File: config.mk
export PLATFORM = sky130hd
export DESIGN_NAME = inst_fetch_unit_flat
export DESIGN_NICKNAME = d
export VERILOG_FILES = /design/src/rtl/inst_fetch_unit_if.sv /design/src/rtl/inst_fetch_unit.sv /design/src/flat_wrapper.sv
export SDC_FILE = /design/constraint.sdc
export NUM_CORES = 1
export LEC_CHECK = 0
export BUFFER_PORTS_ARGS = -buffer_cell sky130_fd_sc_hd__buf_4
export CAP_MARGIN = 20
export CORE_UTILIZATION = 57
export CTS_CLUSTER_DIAMETER = 200
export CTS_CLUSTER_SIZE = 12
export DETAILED_ROUTE_END_ITERATION = 10
export GPL_TIMING_DRIVEN = 1
export PLACE_DENSITY = 0.77
export SYNTH_ARGS = -nofsm -noshare
export SYNTH_HDL_FRONTEND = slang
export SYNTH_SLANG_ARGS = --single-unit
File: constraint.sdc
create_clock -name clk -period 3.75 [get_ports clk]
set_clock_uncertainty 0.2 [all_clocks]
set_input_delay 0.9375 -clock clk [delete_from_list [all_inputs] [get_ports clk]]
set_output_delay 0.9375 -clock clk [all_outputs]
set_load 0.02 [all_outputs]
File: src/rtl/inst_fetch_unit_if.sv
// Fetch-unit bus bundle: instruction-cache request/response, decode-side instruction
// buffer head with handshake, and the execute-stage redirect.
//   master : the fetch unit (drives cache request and buffer head)
//   slave  : the environment (cache, decode and execute stages)
// Signals
//   ic_addr/ic_rd_req         fetch -> cache   registered address, 1-cycle request pulse
//   ic_ready/ic_rd_data       cache -> fetch   response strobe and instruction word
//   inst_valid/data/pc        fetch -> decode  buffer head
//   inst_ready                decode -> fetch  head accepted
//   redirect_valid/pc         execute -> fetch new fetch PC strobe
//   fifo_count                fetch -> any     buffer occupancy
interface inst_fetch_unit_if #(
  parameter int unsigned FIFO_DEPTH = 4
);
  localparam int unsigned CntW = $clog2(FIFO_DEPTH) + 1;

  logic [31:0]     ic_addr;
  logic            ic_rd_req;
  logic            ic_ready;
  logic [31:0]     ic_rd_data;
  logic            inst_valid;
  logic [31:0]     inst_data;
  logic [31:0]     inst_pc;
  logic            inst_ready;
  logic            redirect_valid;
  logic [31:0]     redirect_pc;
  logic [CntW-1:0] fifo_count;

  modport master (
    output ic_addr, ic_rd_req, inst_valid, inst_data, inst_pc, fifo_count,
    input  ic_ready, ic_rd_data, inst_ready, redirect_valid, redirect_pc
  );

  modport slave (
    input  ic_addr, ic_rd_req, inst_valid, inst_data, inst_pc, fifo_count,
    output ic_ready, ic_rd_data, inst_ready, redirect_valid, redirect_pc
  );
endinterface

File: src/rtl/inst_fetch_unit.sv
// Instruction fetch stage sitting in front of the instruction cache. Keeps the fetch PC,
// issues one outstanding single-word read at a time and buffers {pc, instruction} pairs
// in a small FIFO for decode. Redirects flush the buffer and retarget the PC; a redirect
// that lands while a read is in flight marks that read to be discarded on return.
// Ports
//   clk   rising-edge clock
//   rstn  asynchronous active-low reset
//   bus   inst_fetch_unit_if.master (cache, decode and redirect signals)
module inst_fetch_unit #(
  parameter logic [31:0] RESET_PC   = 32'h0000_0000,
  parameter int unsigned FIFO_DEPTH = 4
) (
  input logic               clk,
  input logic               rstn,
  inst_fetch_unit_if.master bus
);

  localparam int unsigned    PtrW        = $clog2(FIFO_DEPTH);
  localparam int unsigned    CntW        = PtrW + 1;
  localparam logic [CntW-1:0] DepthCnt   = CntW'(FIFO_DEPTH);
  localparam logic [31:0]    ResetPcWord = {RESET_PC[31:2], 2'b00};

  typedef enum logic [0:0] {StIdle, StWait} state_e;

  state_e          state_q, state_d;
  logic [31:0]     pc_q, pc_d;
  logic [31:0]     addr_q, addr_d;
  logic            req_q, req_d;
  logic            drop_q, drop_d;

  logic [31:0]     fifo_pc_q   [FIFO_DEPTH];
  logic [31:0]     fifo_data_q [FIFO_DEPTH];
  logic [PtrW-1:0] wr_ptr_q, wr_ptr_d;
  logic [PtrW-1:0] rd_ptr_q, rd_ptr_d;
  logic [CntW-1:0] count_q, count_d;

  logic            push, pop, empty, full;
  logic [31:0]     redirect_word;

  assign empty         = (count_q == '0);
  assign full          = (count_q == DepthCnt);
  assign redirect_word = {bus.redirect_pc[31:2], 2'b00};
  // A redirect squashes any pop seen in the same cycle.
  assign pop           = !empty && bus.inst_ready && !bus.redirect_valid;

  // Fetch FSM and PC update
  always_comb begin
    state_d = state_q;
    pc_d    = pc_q;
    addr_d  = addr_q;
    req_d   = 1'b0;
    drop_d  = drop_q;
    push    = 1'b0;

    unique case (state_q)
      StIdle: begin
        // Occupancy only falls while a read is in flight, so checking here is enough.
        if (!bus.redirect_valid && !full) begin
          req_d   = 1'b1;
          addr_d  = pc_q;
          state_d = StWait;
        end
      end
      StWait: begin
        if (bus.ic_ready) begin
          state_d = StIdle;
          drop_d  = 1'b0;
          if (!drop_q && !bus.redirect_valid) begin
            push = 1'b1;
            pc_d = pc_q + 32'd4;
          end
        end else if (bus.redirect_valid) begin
          // addr_q must stay put until the cache answers; just discard the answer.
          drop_d = 1'b1;
        end
      end
      default: state_d = StIdle;
    endcase

    if (bus.redirect_valid) begin
      pc_d = redirect_word;
    end
  end

  // FIFO pointer/occupancy update
  always_comb begin
    wr_ptr_d = wr_ptr_q;
    rd_ptr_d = rd_ptr_q;
    count_d  = count_q;
    if (bus.redirect_valid) begin
      wr_ptr_d = '0;
      rd_ptr_d = '0;
      count_d  = '0;
    end else begin
      if (push) wr_ptr_d = wr_ptr_q + PtrW'(1);
      if (pop)  rd_ptr_d = rd_ptr_q + PtrW'(1);
      case ({push, pop})
        2'b10:   count_d = count_q + CntW'(1);
        2'b01:   count_d = count_q - CntW'(1);
        default: count_d = count_q;
      endcase
    end
  end

  always_ff @(posedge clk or negedge rstn) begin
    if (!rstn) begin
      state_q  <= StIdle;
      pc_q     <= ResetPcWord;
      addr_q   <= ResetPcWord;
      req_q    <= 1'b0;
      drop_q   <= 1'b0;
      wr_ptr_q <= '0;
      rd_ptr_q <= '0;
      count_q  <= '0;
    end else begin
      state_q  <= state_d;
      pc_q     <= pc_d;
      addr_q   <= addr_d;
      req_q    <= req_d;
      drop_q   <= drop_d;
      wr_ptr_q <= wr_ptr_d;
      rd_ptr_q <= rd_ptr_d;
      count_q  <= count_d;
    end
  end

  // Storage needs no reset; the head is gated by occupancy.
  always_ff @(posedge clk) begin
    if (push) begin
      fifo_pc_q[wr_ptr_q]   <= addr_q;
      fifo_data_q[wr_ptr_q] <= bus.ic_rd_data;
    end
  end

  assign bus.ic_addr    = addr_q;
  assign bus.ic_rd_req  = req_q;
  assign bus.inst_valid = !empty;
  assign bus.inst_data  = empty ? 32'h0 : fifo_data_q[rd_ptr_q];
  assign bus.inst_pc    = empty ? 32'h0 : fifo_pc_q[rd_ptr_q];
  assign bus.fifo_count = count_q;

  push_not_full_a: assert property (@(posedge clk) disable iff (!rstn) !(push && full));

endmodule
File: src/flat_wrapper.sv
// flat-port wrapper written by rule: the top's interface ports become plain ports
module inst_fetch_unit_flat 
#(
  parameter logic [31:0] RESET_PC   = 32'h0000_0000,
  parameter int unsigned FIFO_DEPTH = 4
)
  (clk, rstn, bus_ic_addr, bus_ic_rd_req, bus_inst_valid, bus_inst_data, bus_inst_pc, bus_fifo_count, bus_ic_ready, bus_ic_rd_data, bus_inst_ready, bus_redirect_valid, bus_redirect_pc);
  inst_fetch_unit_if #(.FIFO_DEPTH(FIFO_DEPTH)) bus_i ();
  input logic clk;
  input logic rstn;
  output wire logic [$bits(bus_i.ic_addr)-1:0] bus_ic_addr;
  output wire logic [$bits(bus_i.ic_rd_req)-1:0] bus_ic_rd_req;
  output wire logic [$bits(bus_i.inst_valid)-1:0] bus_inst_valid;
  output wire logic [$bits(bus_i.inst_data)-1:0] bus_inst_data;
  output wire logic [$bits(bus_i.inst_pc)-1:0] bus_inst_pc;
  output wire logic [$bits(bus_i.fifo_count)-1:0] bus_fifo_count;
  input wire logic [$bits(bus_i.ic_ready)-1:0] bus_ic_ready;
  input wire logic [$bits(bus_i.ic_rd_data)-1:0] bus_ic_rd_data;
  input wire logic [$bits(bus_i.inst_ready)-1:0] bus_inst_ready;
  input wire logic [$bits(bus_i.redirect_valid)-1:0] bus_redirect_valid;
  input wire logic [$bits(bus_i.redirect_pc)-1:0] bus_redirect_pc;
  assign bus_ic_addr = bus_i.ic_addr;
  assign bus_ic_rd_req = bus_i.ic_rd_req;
  assign bus_inst_valid = bus_i.inst_valid;
  assign bus_inst_data = bus_i.inst_data;
  assign bus_inst_pc = bus_i.inst_pc;
  assign bus_fifo_count = bus_i.fifo_count;
  assign bus_i.ic_ready = bus_ic_ready;
  assign bus_i.ic_rd_data = bus_ic_rd_data;
  assign bus_i.inst_ready = bus_inst_ready;
  assign bus_i.redirect_valid = bus_redirect_valid;
  assign bus_i.redirect_pc = bus_redirect_pc;
  inst_fetch_unit #(.RESET_PC(RESET_PC), .FIFO_DEPTH(FIFO_DEPTH)) u_core (.clk(clk), .rstn(rstn), .bus(bus_i));
endmodule
==> results_dict.tcl <==
set metrics [dict create \
    layout_min_cycle_time_ns 3.499 \
    grt.total_usage_pct 22.18 \
    power_density_nw_per_um2 689.6 \
    utilization_pct 69.84 \
    via_per_inst 5.600 \
    seq_area_frac_synth_pct 72.07 \
    fmax_mhz 285.8 \
    avgSynthCellArea_um2 16.58 \
    grt_antenna_before_repair 0 \
    drt-total-wl_mm 24.72 \
    period_share_pct 93.32 \
    clk_pin_slew_worst_paths_ns 0.06 \
    dp_hpwl_mm 15.79 \
    dieArea_um2 22990 \
    die_x_um 151.6 \
    cts-root-buf "clkbuf_16" \
    row_count 54 \
    ys_types 41 \
    rsz0062_at_grt "false" \
    yosys_most_used_dff "edfxtp_1" \
    netlist_area_um2 12760 \
    ys_async_sr_fraction_pct 22.01 \
    yosysWarnings 0 \
    worstSetupPathType "reg2out" \
    grt_pass1_wl_mm 38.03 \
    core_um2 21890 \
    start_kind "register" \
    grt_overflow 0 \
    synth_seq_cells 318 \
    insertion_delay_ns 0.54 \
    wire_per_inst_um 19.79 \
    dr_total_vias 6994 \
    drt_pass1_iterations 5 \
    fin_nets 1021 \
    fin_tns_setup_ns 0 \
    final_layout_size_suffix_gt1_share_pct 30.55 \
    nFillCells 1440 \
    antenna_left 0 \
    numCtsBuffers 30 \
    clockBufferDepth 3 \
    setup_viol 0 \
    crit_required_ns 2.61 \
    syn_to_final_growth_pct 19.78 \
    slew_headroom_pct 42.15 \
    synth_cells 770 \
    holdWs_ns 0.3149 \
    critPathArrivalTime_ns 2.36 \
    cts_sinks 318 \
    status "complete, no violations" \
    drc 0 \
    p_leak_nw 5.653 \
    cap_viol_max_count 0 \
    cts_setup_buffers 0 \
    vdd_drop_max_mv 0.4493 \
    slew_viol_final 0 \
    worst_pin_slew_ns 0.8678 \
    drt_iter0_drc 514 \
    cts_hold_buf 0 \
    cts_tree "built" \
    synth_edf_count 248 \
    ctsResizeCount 0 \
    grt_pass1_vias 6993 \
    fin_total_pwr_mw 10.54 \
    hold_path_class "reg2reg" \
    start_util_pct 58.30 \
    grt_max_degree 71 \
    critPathCaptureType "output pin" \
    n_antenna_cell 0 \
    port_buffers 163 \
    gp_congestion 0.8110 \
    pin_count 170 \
    die_y_um 151.6 \
    cp_max_fo 47 \
    finalHoldViolations 0 \
    cts_max_level 1 \
]
[cell usage in the layout (no fill, tap or decap), types with 4 or more instances in the layout]
cell type,count
o21ai_0,28
and2_1,64
buf_4,176
o21ai_1,10
nor2_1,8
nor3_2,5
and3_1,4
inv_1,9
nand4_1,7
buf_12,7
clkbuf_16,31
conb_1,4
a21oi_1,5
clkbuf_1,23
xor2_1,19
edfxtp_1,248
xnor2_1,13
dfrtp_1,68
nand2_1,126
mux4_2,62
nand3_1,12
ha_1,5
and2_4,4
nor3_1,5
[cells by family (layout without fill, tap and decap cells)]
group	after synthesis	in the layout	synth area share (%)
other cells	1	4	0.02938
mux	65	65	11.19
flops	318	318	72.07
fa+ha+maj	6	6	0.6470
buf+inv	52	248	1.764
compound gates	46	46	1.853
xor+xnor	32	32	2.196
simple gates	250	250	10.25
[cells in the mapped netlist, types with 2 or more instances]
master | n | area share [%]
clkbuf_1 | 31 | 0.91
nand3_1 | 12 | 0.47
mux2i_1 | 2 | 0.16
buf_4 | 4 | 0.24
mux4_2 | 62 | 11
and4_1 | 2 | 0.14
nor4_4 | 3 | 0.50
o21ai_1 | 10 | 0.39
a21oi_1 | 5 | 0.20
o21ai_0 | 28 | 1.1
nor3_1 | 5 | 0.20
ha_1 | 5 | 0.49
nor2_1 | 8 | 0.24
and2_1 | 68 | 3.3
dfrtp_1 | 70 | 14
buf_2 | 6 | 0.24
xnor2_1 | 13 | 0.89
nand2_1 | 126 | 3.7
xor2_1 | 19 | 1.3
a31oi_1 | 2 | 0.098
and3_1 | 4 | 0.20
nand4_1 | 7 | 0.34
nor3_2 | 5 | 0.39
inv_1 | 9 | 0.26
edfxtp_1 | 248 | 58
[layer usage]
layer / vias up / part of all wire [%] / track usage, %
met5: - / 0 / 0
met4: 0 / 1.3 / 4.950
met3: 21 / 6.7 / 2.904
met2: 247 / 50 / 38.11
met1: 3525 / 42 / 30.50
li1: 3201 / - / -
[critical path, cell delays in order (launching register included)]
cell and delay [ns]:
dfrtp_1 0.45, or3_2 0.73, buf_12 0.27, and2_1 0.19, buf_4 0.16
[report_power, final]
part           internal, mW  total [mW]  switching (mW)
clock network          1.54        2.71            1.18
registers              4.29        4.66           0.373
logic                  1.44        3.17            1.73
total                  7.26        10.5            3.28
[sequential cells by signal (all words and copies together), names as in the netlist]
register	count
u_core.fifo_data_q	128
u_core.bus.fifo_count	3
u_core.fifo_pc_q	120
u_core.state_q	1
u_core.wr_ptr_q	2
u_core.drop_q	1
u_core.bus.ic_addr	30
u_core.bus.ic_rd_req	1
u_core.rd_ptr_q	2
u_core.pc_q	30
[stage by stage]
stage                     setup WS, ns  instances  area (um^2)
after global placement          0.7836       1194        14420
after global routing            0.1675       1249        15290
after CTS                       0.2228       1249        15290
final                           0.2505       1249        15290
after detailed placement        0.7526       1194        14420
after floorplan                 0.1958        773        12770
[cell type report]
| type | instances | area [um^2] | share of cell area [%] |
|---|---|---|---|
| clock buffers | 54 | 862.1 | 5.639 |
| clock inverters | 1 | 8.758 | 0.05729 |
| inverters | 10 | 37.54 | 0.2455 |
| multi-input cells | 403 | 3362 | 21.99 |
| flip-flops and latches | 318 | 9206 | 60.22 |
| well taps | 280 | 350.3 | 2.292 |
| repair buffers | 183 | 1461 | 9.559 |
[final timing paths]
| kind | from | to | slack, ns | cells past startpoint |
|---|---|---|---|---|
| setup / recovery | u_core.bus.fifo_count[0] | bus_inst_pc[14] | 0.25 | 4 |
| hold / removal | u_core.pc_q[8] | u_core.bus.ic_addr[8] | 0.31 | 2 |
| setup reg to reg | u_core.bus.fifo_count[0] | u_core.bus.fifo_count[2] | 0.97 | 9 |
| hold reg to reg | u_core.pc_q[8] | u_core.bus.ic_addr[8] | 0.31 | 2 |
| max in group asynchronous | rstn | u_core.rd_ptr_q[0] | 2.38 | 1 |
| min in group asynchronous | rstn | u_core.bus.ic_addr[25] | 0.32 | 1 |
(Power assumes the default switching activity.)
